**src/rtl/loader_pkg.sv**
```systemverilog
// Shared types and address remapping for the ROM download path into the
// dual-port sdram controller.
package loader_pkg;

  typedef enum logic {TGT_P1, TGT_P2} target_t;

  typedef struct packed {
    target_t     tgt;
    logic [24:0] addr;
    logic [7:0]  data;
  } fifo_entry_t;

  typedef enum logic [1:0] {IDLE, ISSUE, WAIT} state_t;

  typedef struct packed {
    logic [22:0] a;
    logic [1:0]  ds;
  } sd_loc_t;

  // Byte address to word address plus byte lane.
  function automatic sd_loc_t remap_p1(input logic [23:0] addr);
    sd_loc_t r;
    r.a  = addr[23:1];
    r.ds = {addr[0], ~addr[0]};
    return r;
  endfunction

  // Offset bit 13 selects the byte lane, so two 8 KB byte planes of the
  // graphics region pack into one 16-bit word.
  function automatic sd_loc_t remap_p2(input logic [23:0] addr, input logic [23:0] base);
    logic [23:0] off;
    sd_loc_t     r;
    off  = addr - base;
    r.a  = {off[23:14], off[12:0]};
    r.ds = {off[13], ~off[13]};
    return r;
  endfunction

endpackage

```
**src/rtl/loader_fifo.sv**
```systemverilog
// Small synchronous FIFO; a push into a full FIFO is accepted when a pop
// happens in the same cycle.
module loader_fifo #(
  parameter int  DEPTH = 4,
  parameter type T     = logic [7:0]
) (
  input  logic clk_sys,
  input  logic reset,
  input  logic push,
  input  T     push_data,
  input  logic pop,
  output T     pop_data,
  output logic full,
  output logic empty
);

  localparam int AW = $clog2(DEPTH);
  localparam int CW = AW + 1;

  T              mem [DEPTH];
  logic [AW-1:0] wp, rp;
  logic [CW-1:0] cnt;
  logic          do_push, do_pop;

  assign empty    = (cnt == '0);
  assign full     = (cnt == CW'(DEPTH));
  assign do_pop   = pop & ~empty;
  assign do_push  = push & (~full | do_pop);
  assign pop_data = mem[rp];

  always_ff @(posedge clk_sys) begin
    if (reset) begin
      wp  <= '0;
      rp  <= '0;
      cnt <= '0;
    end else begin
      if (do_push) wp <= wp + 1'b1;
      if (do_pop)  rp <= rp + 1'b1;
      cnt <= cnt + CW'(do_push) - CW'(do_pop);
    end
  end

  always_ff @(posedge clk_sys) begin
    if (do_push) mem[wp] <= push_data;
  end

endmodule

```
**src/rtl/ioctl_sdram_loader.sv**
```systemverilog
// Captures data_io download bytes, routes them to sdram port1 (CPU ROMs) or
// port2 (graphics), and serialises toggle req/ack writes through a FIFO.
module ioctl_sdram_loader
  import loader_pkg::*;
#(
  parameter logic [7:0]  ROM_INDEX  = 8'd0,
  parameter logic [24:0] BG_BASE    = 25'h00C000,
  parameter logic [24:0] BG_END     = 25'h014000,
  parameter int          FIFO_DEPTH = 4
) (
  input  logic        clk_sys,
  input  logic        reset,
  input  logic        ioctl_downl,
  input  logic [7:0]  ioctl_index,
  input  logic        ioctl_wr,
  input  logic [24:0] ioctl_addr,
  input  logic [7:0]  ioctl_dout,
  output logic        port1_req,
  input  logic        port1_ack,
  output logic [22:0] port1_a,
  output logic [1:0]  port1_ds,
  output logic [15:0] port1_d,
  output logic        port2_req,
  input  logic        port2_ack,
  output logic [22:0] port2_a,
  output logic [1:0]  port2_ds,
  output logic [15:0] port2_d,
  output logic        busy,
  output logic        rom_loaded,
  output logic        overflow,
  output logic [24:0] bytes_written
);

  logic        wr_last, downl_last, done;
  logic        ev, in_p1, in_p2, downl_rise, downl_fall;
  logic        cap_vld;
  fifo_entry_t cap_entry, head;
  logic        fifo_full, fifo_empty, fifo_pop;
  state_t      state_q, state_d;
  target_t     cur_tgt;
  logic        ack_match, xfer_done;
  sd_loc_t     loc1, loc2;
  logic        head_msb_unused;

  assign ev         = ioctl_downl & ioctl_wr & ~wr_last & (ioctl_index == ROM_INDEX);
  assign in_p1      = (ioctl_addr < BG_BASE);
  assign in_p2      = ~in_p1 & (ioctl_addr < BG_END);
  assign downl_rise = ioctl_downl & ~downl_last;
  assign downl_fall = ~ioctl_downl & downl_last;

  always_ff @(posedge clk_sys) begin
    if (reset) begin
      wr_last    <= 1'b0;
      downl_last <= 1'b0;
      cap_vld    <= 1'b0;
      cap_entry  <= '0;
    end else begin
      wr_last        <= ioctl_wr;
      downl_last     <= ioctl_downl;
      cap_vld        <= ev & (in_p1 | in_p2);
      cap_entry.tgt  <= in_p1 ? TGT_P1 : TGT_P2;
      cap_entry.addr <= ioctl_addr;
      cap_entry.data <= ioctl_dout;
    end
  end

  loader_fifo #(.DEPTH(FIFO_DEPTH), .T(fifo_entry_t)) u_fifo (
    .clk_sys   (clk_sys),
    .reset     (reset),
    .push      (cap_vld),
    .push_data (cap_entry),
    .pop       (fifo_pop),
    .pop_data  (head),
    .full      (fifo_full),
    .empty     (fifo_empty)
  );

  // Region bounds keep head.addr below 2^24, so bit 24 never reaches sdram.
  assign head_msb_unused = head.addr[24];
  assign loc1      = remap_p1(head.addr[23:0]);
  assign loc2      = remap_p2(head.addr[23:0], BG_BASE[23:0]);
  assign ack_match = (cur_tgt == TGT_P1) ? (port1_req == port1_ack)
                                         : (port2_req == port2_ack);

  always_comb begin
    state_d   = state_q;
    fifo_pop  = 1'b0;
    xfer_done = 1'b0;
    case (state_q)
      IDLE:  if (!fifo_empty) state_d = ISSUE;
      ISSUE: begin
        fifo_pop = 1'b1;
        state_d  = WAIT;
      end
      WAIT: if (ack_match) begin
        xfer_done = 1'b1;
        state_d   = fifo_empty ? IDLE : ISSUE;
      end
      default: state_d = IDLE;
    endcase
  end

  always_ff @(posedge clk_sys) begin
    if (reset) begin
      state_q   <= IDLE;
      cur_tgt   <= TGT_P1;
      port1_req <= port1_ack;
      port1_a   <= '0;
      port1_ds  <= '0;
      port1_d   <= '0;
      port2_req <= port2_ack;
      port2_a   <= '0;
      port2_ds  <= '0;
      port2_d   <= '0;
    end else begin
      state_q <= state_d;
      if (state_q == ISSUE) begin
        cur_tgt <= head.tgt;
        if (head.tgt == TGT_P1) begin
          port1_a   <= loc1.a;
          port1_ds  <= loc1.ds;
          port1_d   <= {2{head.data}};
          port1_req <= ~port1_req;
        end else begin
          port2_a   <= loc2.a;
          port2_ds  <= loc2.ds;
          port2_d   <= {2{head.data}};
          port2_req <= ~port2_req;
        end
      end
    end
  end

  // A byte still in the capture stage counts as pending for rom_loaded.
  always_ff @(posedge clk_sys) begin
    if (reset) begin
      done          <= 1'b0;
      rom_loaded    <= 1'b0;
      overflow      <= 1'b0;
      bytes_written <= '0;
    end else if (downl_rise) begin
      done          <= 1'b0;
      rom_loaded    <= 1'b0;
      overflow      <= 1'b0;
      bytes_written <= '0;
    end else begin
      if (downl_fall) done <= 1'b1;
      if (done && fifo_empty && !cap_vld && state_q == IDLE) rom_loaded <= 1'b1;
      if (cap_vld && fifo_full && !fifo_pop) overflow <= 1'b1;
      if (xfer_done && !(&bytes_written)) bytes_written <= bytes_written + 25'd1;
    end
  end

  assign busy = (state_q != IDLE) | ~fifo_empty;

endmodule

```
**config.mk**
```make
export PLATFORM = sky130hd
export DESIGN_NAME = ioctl_sdram_loader
export DESIGN_NICKNAME = d
export VERILOG_FILES = /design/src/rtl/loader_pkg.sv /design/src/rtl/loader_fifo.sv /design/src/rtl/ioctl_sdram_loader.sv
export SDC_FILE = /design/constraint.sdc
export NUM_CORES = 1
export LEC_CHECK = 0
export ABC_AREA = 1
export CORE_ASPECT_RATIO = 0.6
export CORE_MARGIN = 2
export CORE_UTILIZATION = 45
export DETAILED_ROUTE_END_ITERATION = 7
export PLACE_DENSITY = 0.79
export SLEW_MARGIN = 20
export SYNTH_ARGS = -nofsm -noshare
export SYNTH_HDL_FRONTEND = slang
export SYNTH_SLANG_ARGS = --single-unit
export TNS_END_PERCENT = 50
```
**constraint.sdc**
```tcl
create_clock -name clk_sys -period 4.1 [get_ports clk_sys]
set_input_delay 0.82 -clock clk_sys [delete_from_list [all_inputs] [get_ports clk_sys]]
set_output_delay 0.82 -clock clk_sys [all_outputs]
set_load 0.01 [all_outputs]
```
Word-level counts from Yosys, hierarchy flattened
Memories as Yosys holds them, arrays and structs flattened. A register that Yosys moved wholly into a read port is not among the register bits. Index checks and enable logic that the tools add are counted.

Logic and storage cells: 104. Register bits after elaboration: 159. Input port bits: 47. Memories kept: 1. Latch bits: 0. Bits in read-only memories: 0. Bits in writable memories: 136.

Memories: u_fifo.mem (depth 4, width 34, read ports 1, clocked after Yosys merged registers in 1, write ports 1, line loader_fifo.sv:20) `T mem [DEPTH];`.

Divide/modulo/power cells: 0. Mux-type cells: 19. Shifts and indexed selects: 0. Bitwise operators: 23. $lt $le $gt $ge: 2. Equality and inequality tests: 8. Reduce and logical (&&, ||, !) cells: 22. Multipliers: 0. Add/sub/neg operators: 6.

Operator list (number): $add A25 B1 Y25 const B (1); $lt A25 B16 Y1 const B (1); $lt A25 B17 Y1 const B (1); $reduce_and A25 Y1 (1); $sub A24 B16 Y24 const B (1); $mux W1 (14); $not A1 Y1 (11); $reduce_and A2 Y1 (5); $and A1 B1 Y1 (9); $logic_not A8 Y1 (1); $mux W2 (4); $logic_and A1 B1 Y1 (6); $ne A2 B2 Y1 const B (3); $pmux W2 S3 (1); $reduce_bool A2 Y1 (3); $add A2 B1 Y2 const B (2); $add A3 B1 Y3 (1); $eq A3 B3 Y1 const B (1); $logic_not A1 Y1 (3); $logic_not A3 Y1 (1); $or A1 B1 Y1 (3); $sub A3 B1 Y3 (1); $eq A1 B1 Y1 (2); $eq A2 B1 Y1 const B (1); 3 further kinds (3).

Depth between registers and ports, before layout
Gate-level depths: netlist (run 1).

Depth after elaboration: 7. Gate-level depth with buffers: 16. Mapped depth without buffers: 14.

By module
A second synthesis (run 1) with hierarchy kept.

Cells, all modules: 1137. Area, all modules: 11388.4 µm².

Modules (own cells, without submodules): loader_fifo (cells each 398, area an instance 5736.8 µm², instances 1, seq. area each 4264.1 µm²); ioctl_sdram_loader (cells each 739, area an instance 5651.7 µm², instances 1, seq. area each 2742.6 µm²).

Worst setup path before layout (run 1)
No wires, ideal clock.

Kind: reg2reg. Start: register state_q[0]. End: memory u_fifo.mem[0][0] (netlist bit), enable pin. Period minus slack after synthesis: 2.714 ns. Arrival: 2.291 ns. Path slack: 1.386 ns. Stages on the path, launching flop included: 7. Required time: 3.677 ns. Library setup time: 0.423 ns. Path buffers: 0. Cell sequence: dfxtp_1 -> inv_2 -> nor2_1 -> inv_2 -> nand2_1 -> nand2_1 -> nor2_1.

Longest elaborated chain between the ends: 7.

Ends and longest elaborated chain: start: declaration (line ioctl_sdram_loader.sv:39) `state_t state_q, state_d;`; start signal: assignment (line ioctl_sdram_loader.sv:116) `state_q <= state_d;`; $eq A2 B1 Y1 (line ioctl_sdram_loader.sv:89) `case (state_q)`; $mux W1 (line ioctl_sdram_loader.sv:89); $and A1 B1 Y1 (line loader_fifo.sv:27) `assign do_pop = pop & ~empty;`; $or A1 B1 Y1 (line loader_fifo.sv:28) `assign do_push = push & (~full | do_pop);`; $and A1 B1 Y1 (line loader_fifo.sv:28); $mux W1 (line loader_fifo.sv:44) `if (do_push) mem[wp] <= push_data;`; $mux W1 (not written as such) (line loader_fifo.sv:44); end: declaration (line loader_fifo.sv:20).

No other way between the ends.

==> results.toml, run 1 <==
[outcome]
run_status = "finished clean"

[power]
switching_share_pct = 19.9
power.static_leakage_nw = 5.01
seq_pwr_share_pct = 54.8
clkPwrFrac_pct = 43.2
p_sw_mw = 1.07
power.density_nw_per_um2 = 396
irDropWorstVdd_uv = 255
power.internal_mw = 4.28
report.power.total_mw = 5.35
p_comb_share_pct = 2.0

[setup_path]
max_stage_delay_ps = 770
timing.critical_path.to = "port1_a[13]"
timing.critical_path.max_delay_family = "buffers and inverters"
timing.critical_path.cells = "inv_2 -> nand2_1 -> nand3_1 -> nand2_1 -> nand2_1 -> inv_2 -> o21ai_0 -> a21oi_1"
slowest_stage_cell_crit_path = "sky130_fd_sc_hd__inv_2"
critPathLaunchType = "flop"
timing.critical_path.mode_cell = "sky130_fd_sc_hd__nand2_1"
critical_path.max_fanout = 56
regToRegEndpoint = "port1_a[13]"
worstRegToRegCells = 8
r2r_setup_slack_ps = 1220
cp_data_arrival_time_ps = 3330
critPathCaptureType = "flop"
critical_path_depth = 8
criticalPathCategory = "flop to flop"
buf_inv_stages_crit_path = 2
crit_required_ps = 4550

[detailed_routing]
drt-pass1-iter-count = 5
drt-initial-drc-count = 653
drt-wirelength-per-cell_um = 17.0
wl_met1_um = 12600
wl_met3_um = 2080
vias = 8147
top_signal_layer_used = "met4"
ant_nets = 0
postRouteWirelength_um = 26800
drc_errors = 0
avg_vias_per_cell = 5.16
met2_length_um = 11700

[logic_synthesis]
synthSimpleGateAreaFrac_pct = 17.2
synthDominantCellAreaShare_pct = 36.7
postSynthNetCount = 1164
synth_top_cell_by_area = "sky130_fd_sc_hd__edfxtp_1"
post_synth_main_area_contributors = "sky130_fd_sc_hd__edfxtp_1, sky130_fd_sc_hd__dfxtp_1, sky130_fd_sc_hd__nand2_1"
yosys.area_share.xor_xnor_pct = 1.52
synth_seq_area_share_pct = 62.7
synth.cell_area_um2 = 11000
synth_cell_type_count = 40
synthesis.area_per_instance_um2 = 9.88
largest_family_of_logic_cells_by_synthesized_area = "simple AND/OR/NAND/NOR gates"
synthesized_area_fraction_occupied_by_ao_oa_aoi_and_oai_cells_pct = 11.0
synth.mux.area_fraction_pct = 0
ys_warn_count = 0
synth_fa_ha_area_share_pct = 0.983
syn_inst = 1109
ffs_latches_synth = 276

[floorplan]
fp.dieH_um = 125
chipWidth_um = 205
floorplan.initialDensity_pct = 45.5
design.core.area_um2 = 24100
ioPinCount = 159
fp.dieArea_um2 = 25600
placement_rows = 44

[place]
final_weighted_congestion_in_routability_driven_placement = 0.882
dp_hpwl_um = 17700
port_buffers = 158
setup_slack_after_placement_ps = 1330
placedInstanceArea_um2 = 12600
dp_cells = 1528

[run]
max_cap_viol_count = 0

[timing]
hold-worst-slack_ps = 472
setup_ws_ps = 1220
maxSlewViolCount = 0
layout_worst_path_cycle_share_pct = 70.3
timing.slew.headroom_pct = 26.4
timing.final.setup_violations = 0
fmax_mhz = 347
setup-tns-final_ps = 0
fin_crit_ps = 2880
finClkSkew_ps = 9.91
finalHoldViolations = 0
grt_setup_unrepaired = "false"
max_slew.worst_pin.slew_ps = 1100

[cts]
htree_levels = 1
clkSinkCount = 276
tritoncts.num_buffers = 26
cts.reportedPaths.clkPinSlew_ps = 60
ctsLongestPathBuffers = 3
clock_tree.root_cell = "sky130_fd_sc_hd__clkbuf_16"
tritoncts = "done"
source_to_sink_clock_delay_at_the_later_pin_of_the_worst_skew_pair_ps = 520
hold_bufs_inserted_after_cts = 0
post_cts_resize_count = 0
cts_post_setup_buffers_inserted = 0

[final_layout]
post_route_cells_drive_above_1_share_pct = 9.39
syn2layout_area_growth_pct = 23.4
instances_no_fill = 1578
nNetsFinal = 1292
post-route-cell-area_um2 = 13500
final_core_util_pct = 56.2
antenna_cells = 0

[grt]
grt.overflow.total = 0
grt_pass1_wl_um = 41700
grt_max_degree = 72
antenna_found_initial = 0
grt_use_total_pct = 20.7
grt_pass1_vias = 7746

[worst_hold_path]
min_path_type = "flop to flop"
==> area by class of cell <==
| class | instances | area (um2) |
|---|---|---|
| clock buffers | 36 | 739 |
| clock inverters | 11 | 82.6 |
| fillers | 2021 | 10500 |
| inverters | 86 | 323 |
| multi-input cells | 679 | 3390 |
| flip-flops and latches | 276 | 6870 |
| well taps | 322 | 403 |
| repair buffers | 168 | 1700 |
==> layout by cell type, fill, tap and decap left out, drive strengths merged, types with 10 or more instances in the layout <==
cell type / n
clkdlybuf4s50: 157
dfxtp: 142
nand2: 216
a21oi: 81
nor2: 161
clkbuf: 36
o21ai: 97
edfxtp: 134
xor2: 11
buf: 11
o22ai: 13
clkinv: 10
nand3: 40
inv: 84
==> Yosys cell counts (all sizes together) <==
| cell type | number |
|---|---|
| a21oi | 81 |
| nor4 | 6 |
| fa | 1 |
| nand2 | 216 |
| clkbuf | 19 |
| nand4 | 6 |
| edfxtp | 134 |
| a32o | 9 |
| buf | 49 |
| nor3b | 1 |
| clkinv | 2 |
| xor2 | 11 |
| o21a | 3 |
| o22ai | 13 |
| or2 | 1 |
| nand3 | 40 |
| ha | 7 |
| nor3 | 9 |
| inv | 84 |
| dfxtp | 142 |
| xnor2 | 8 |
| o21bai | 2 |
| o21ai | 97 |
| nor2 | 161 |
| a31oi | 4 |
| nand3b | 3 |
==> worst min-delay path by stage <==
| stage | startpoint | end | slack, ps | cells past startpoint |
|---|---|---|---|---|
| 3_3_place_gp | done | done | 450 | 2 |
| 5_1_grt | cap_entry[26] | u_fifo.mem[0][26] | 490 | 0 |
| 3_5_place_dp | done | done | 460 | 2 |
| 4_1_cts | cap_entry[23] | u_fifo.mem[3][23] | 470 | 0 |
| 6_report | state_q[0] | state_q[0] | 470 | 1 |
| 2_1_floorplan | done | done | 430 | 2 |
==> state kept, by name (all words and copies together) (netlist names), 2 cells and up, named ones only <==
signal,count
port1_d,8
cap_entry,33
port2_a,23
port2_ds,2
port1_ds,2
state_q,2
u_fifo.mem,132
u_fifo.wp,2
port1_a,23
bytes_written,25
port2_d,8
u_fifo.cnt,3
u_fifo.rp,2
==> power by group through the flow <==
stage | Combinational (mW) | Sequential, mW | Clock, mW
3_3_place_gp | 0.105 | 2.98 | 0
2_1_floorplan | 0.0415 | 2.98 | 0
4_1_cts | 0.106 | 2.93 | 2.34
5_1_grt | 0.116 | 2.93 | 2.46
3_5_place_dp | 0.106 | 2.99 | 0
6_report | 0.107 | 2.93 | 2.31
==> kinds of logic after synthesis <==
| group | after synthesis |
|---|---|
| compound gates | 209 |
| simple gates | 443 |
| xor+xnor | 19 |
| flops | 276 |
| buf+inv | 154 |
| fa+ha+maj | 8 |
==> layer usage <==
layer  track usage [%]  vias up
li1                  -     3947
met1              31.2     3858
met2              30.5      309
met3              4.34       33
met4              4.49        0
met5                 0        -
No activity file was read; power rests on OpenSTA's default activity.
==> inputs of run 2 (changes only) <==
==> constraint.sdc (replaced) <==
create_clock -name clk_sys -period 2.9 [get_ports clk_sys]
set_input_delay 0.58 -clock clk_sys [delete_from_list [all_inputs] [get_ports clk_sys]]
set_output_delay 0.58 -clock clk_sys [all_outputs]
set_load 0.01 [all_outputs]
==> run 2 against run 1 <==
Against the previous run:
- clock skew is 1.0 ps lower
- count of clock-buffer cells in the layout is 5 higher
- flip-flop and latch count stayed put
- critical path depth is 5 lower
- clock power is 45% higher
- final area is 0.32% higher
- combinational power is 40% higher
- via count is 1.1% higher
==> results.toml, run 2 (synthesis gave the netlist of run 1 again) <==
[outcome]
run_status = "finished clean"

[timing]
grt_setup_unrepaired = "false"
maxSlewViolCount = 0
timing.final.setup_violations = 0
timing.slew.headroom_pct = 53.1
max_slew.worst_pin.slew_ps = 704
finalHoldViolations = 0
layout_worst_path_cycle_share_pct = 88.1
finClkSkew_ps = 8.92
hold-worst-slack_ps = 458
fmax_mhz = 391
fin_crit_ps = 2560
setup-tns-final_ps = 0

[worst_hold_path]
holdCritStartpoint = "reset"
min_path_type = "input port to flop"

[cts]
post_cts_resize_count = 0
tritoncts.num_buffers = 26
clkSinkCount = 276
cts_post_setup_buffers_inserted = 0
ctsLongestPathBuffers = 3
cts.reportedPaths.clkPinSlew_ps = 60
clock_tree.root_cell = "sky130_fd_sc_hd__clkbuf_16"
tritoncts = "done"
hold_bufs_inserted_after_cts = 0
source_to_sink_clock_delay_at_the_later_pin_of_the_worst_skew_pair_ps = 510
htree_levels = 1

[final_layout]
post-route-cell-area_um2 = 13600
nNetsFinal = 1301
post_route_cells_drive_above_1_share_pct = 9.95
syn2layout_area_growth_pct = 23.8
largest-register = "u_fifo.mem"
instances_no_fill = 1588
antenna_cells = 0
final_core_util_pct = 56.4
reg_top3 = "u_fifo.mem (132), cap_entry (33), bytes_written (25)"
num-fill-cells = 1986
largest_register_ff_count = 132
layout.cells.most_common = "sky130_fd_sc_hd__nand2_1"
final_cell_mix = "sky130_fd_sc_hd__nand2_1, sky130_fd_sc_hd__clkdlybuf4s50_1, sky130_fd_sc_hd__nor2_1"

[floorplan]
chipWidth_um = 205
placement_rows = 44
design.core.area_um2 = 24100
ioPinCount = 159
floorplan.initialDensity_pct = 45.5
fp.dieH_um = 125
fp.dieArea_um2 = 25600

[setup_path]
critPathLaunchType = "flop"
crit_required_ps = 2320
critical_path.max_fanout = 4
cp_data_arrival_time_ps = 1980
criticalPathCategory = "flop to primary output"
timing.critical_path.from = "u_fifo.cnt[2]"
critPathCaptureType = "primary output"

[power]
power.internal_mw = 6.13
seq_pwr_share_pct = 54.3
p_sw_mw = 1.50
p_comb_share_pct = 2.0
switching_share_pct = 19.6
irDropWorstVdd_uv = 438
power.static_leakage_nw = 5.06
power.density_nw_per_um2 = 563
clkPwrFrac_pct = 43.7

[place]
placedInstanceArea_um2 = 12700
final_weighted_congestion_in_routability_driven_placement = 0.911
port_buffers = 158
dp_cells = 1540
dp_hpwl_um = 18000

[grt]
grt.overflow.total = 0
grt_pass1_wl_um = 41600
grt_pass1_vias = 7734
grt_max_degree = 61
grt_use_total_pct = 20.5
antenna_found_initial = 0

[detailed_routing]
drt-wirelength-per-cell_um = 16.6
ant_nets = 0
drc_errors = 0
avg_vias_per_cell = 5.19
drt-initial-drc-count = 732
vias = 8236
drt-pass1-iter-count = 5
postRouteWirelength_um = 26400

[run]
max_cap_viol_count = 0
-- run 2: per-stage QoR --
step	total power, mW	setup slack [ps]
6_report	7.63	344
5_1_grt	7.85	237
4_1_cts	7.66	328
3_5_place_dp	4.38	488
3_3_place_gp	4.37	537
2_1_floorplan	4.27	186
-- run 2: power by group through the flow --
stage                     registers (mW)  clock network, mW  logic [mW]
final                               4.14               3.34       0.150
after global routing                4.14               3.54       0.164
after CTS                           4.14               3.37       0.151
after detailed placement            4.23                  0       0.150
after global placement              4.22                  0       0.149
after floorplan                     4.21                  0      0.0587
-- run 2: worst paths after layout --
kind	end	slack (ps)	cells after the start
setup / recovery	busy	340	3
hold / removal	u_fifo.cnt[1]	460	2
setup reg to reg	port1_d[13]	490	10
hold reg to reg	u_fifo.mem[0][12]	480	0
-- run 2: worst max-delay path, cell delays in order, from the launching register on --
cell and delay, ps:
sky130_fd_sc_hd__dfxtp_1 340, sky130_fd_sc_hd__nor3_1 420, sky130_fd_sc_hd__nand2_1 190, sky130_fd_sc_hd__clkdlybuf4s50_1 520
-- run 2: metal layers --
layer | vias up | global-route usage (%) | routed length, um
li1 | 3977 | - | -
met3 | 32 | 4.37 | 2330
met5 | - | 0 | 0
met2 | 352 | 30.9 | 11500
met4 | 0 | 3.94 | 388
met1 | 3875 | 30.7 | 12200
-- run 2: layout make-up --
type	count	area (um2)	area share, %
clock buffers	41	779	5.75
clock inverters	7	70.1	0.517
inverters	86	323	2.38
multi-input cells	679	3390	25.0
flip-flops and latches	276	6870	50.7
well taps	322	403	2.97
repair buffers	177	1720	12.7
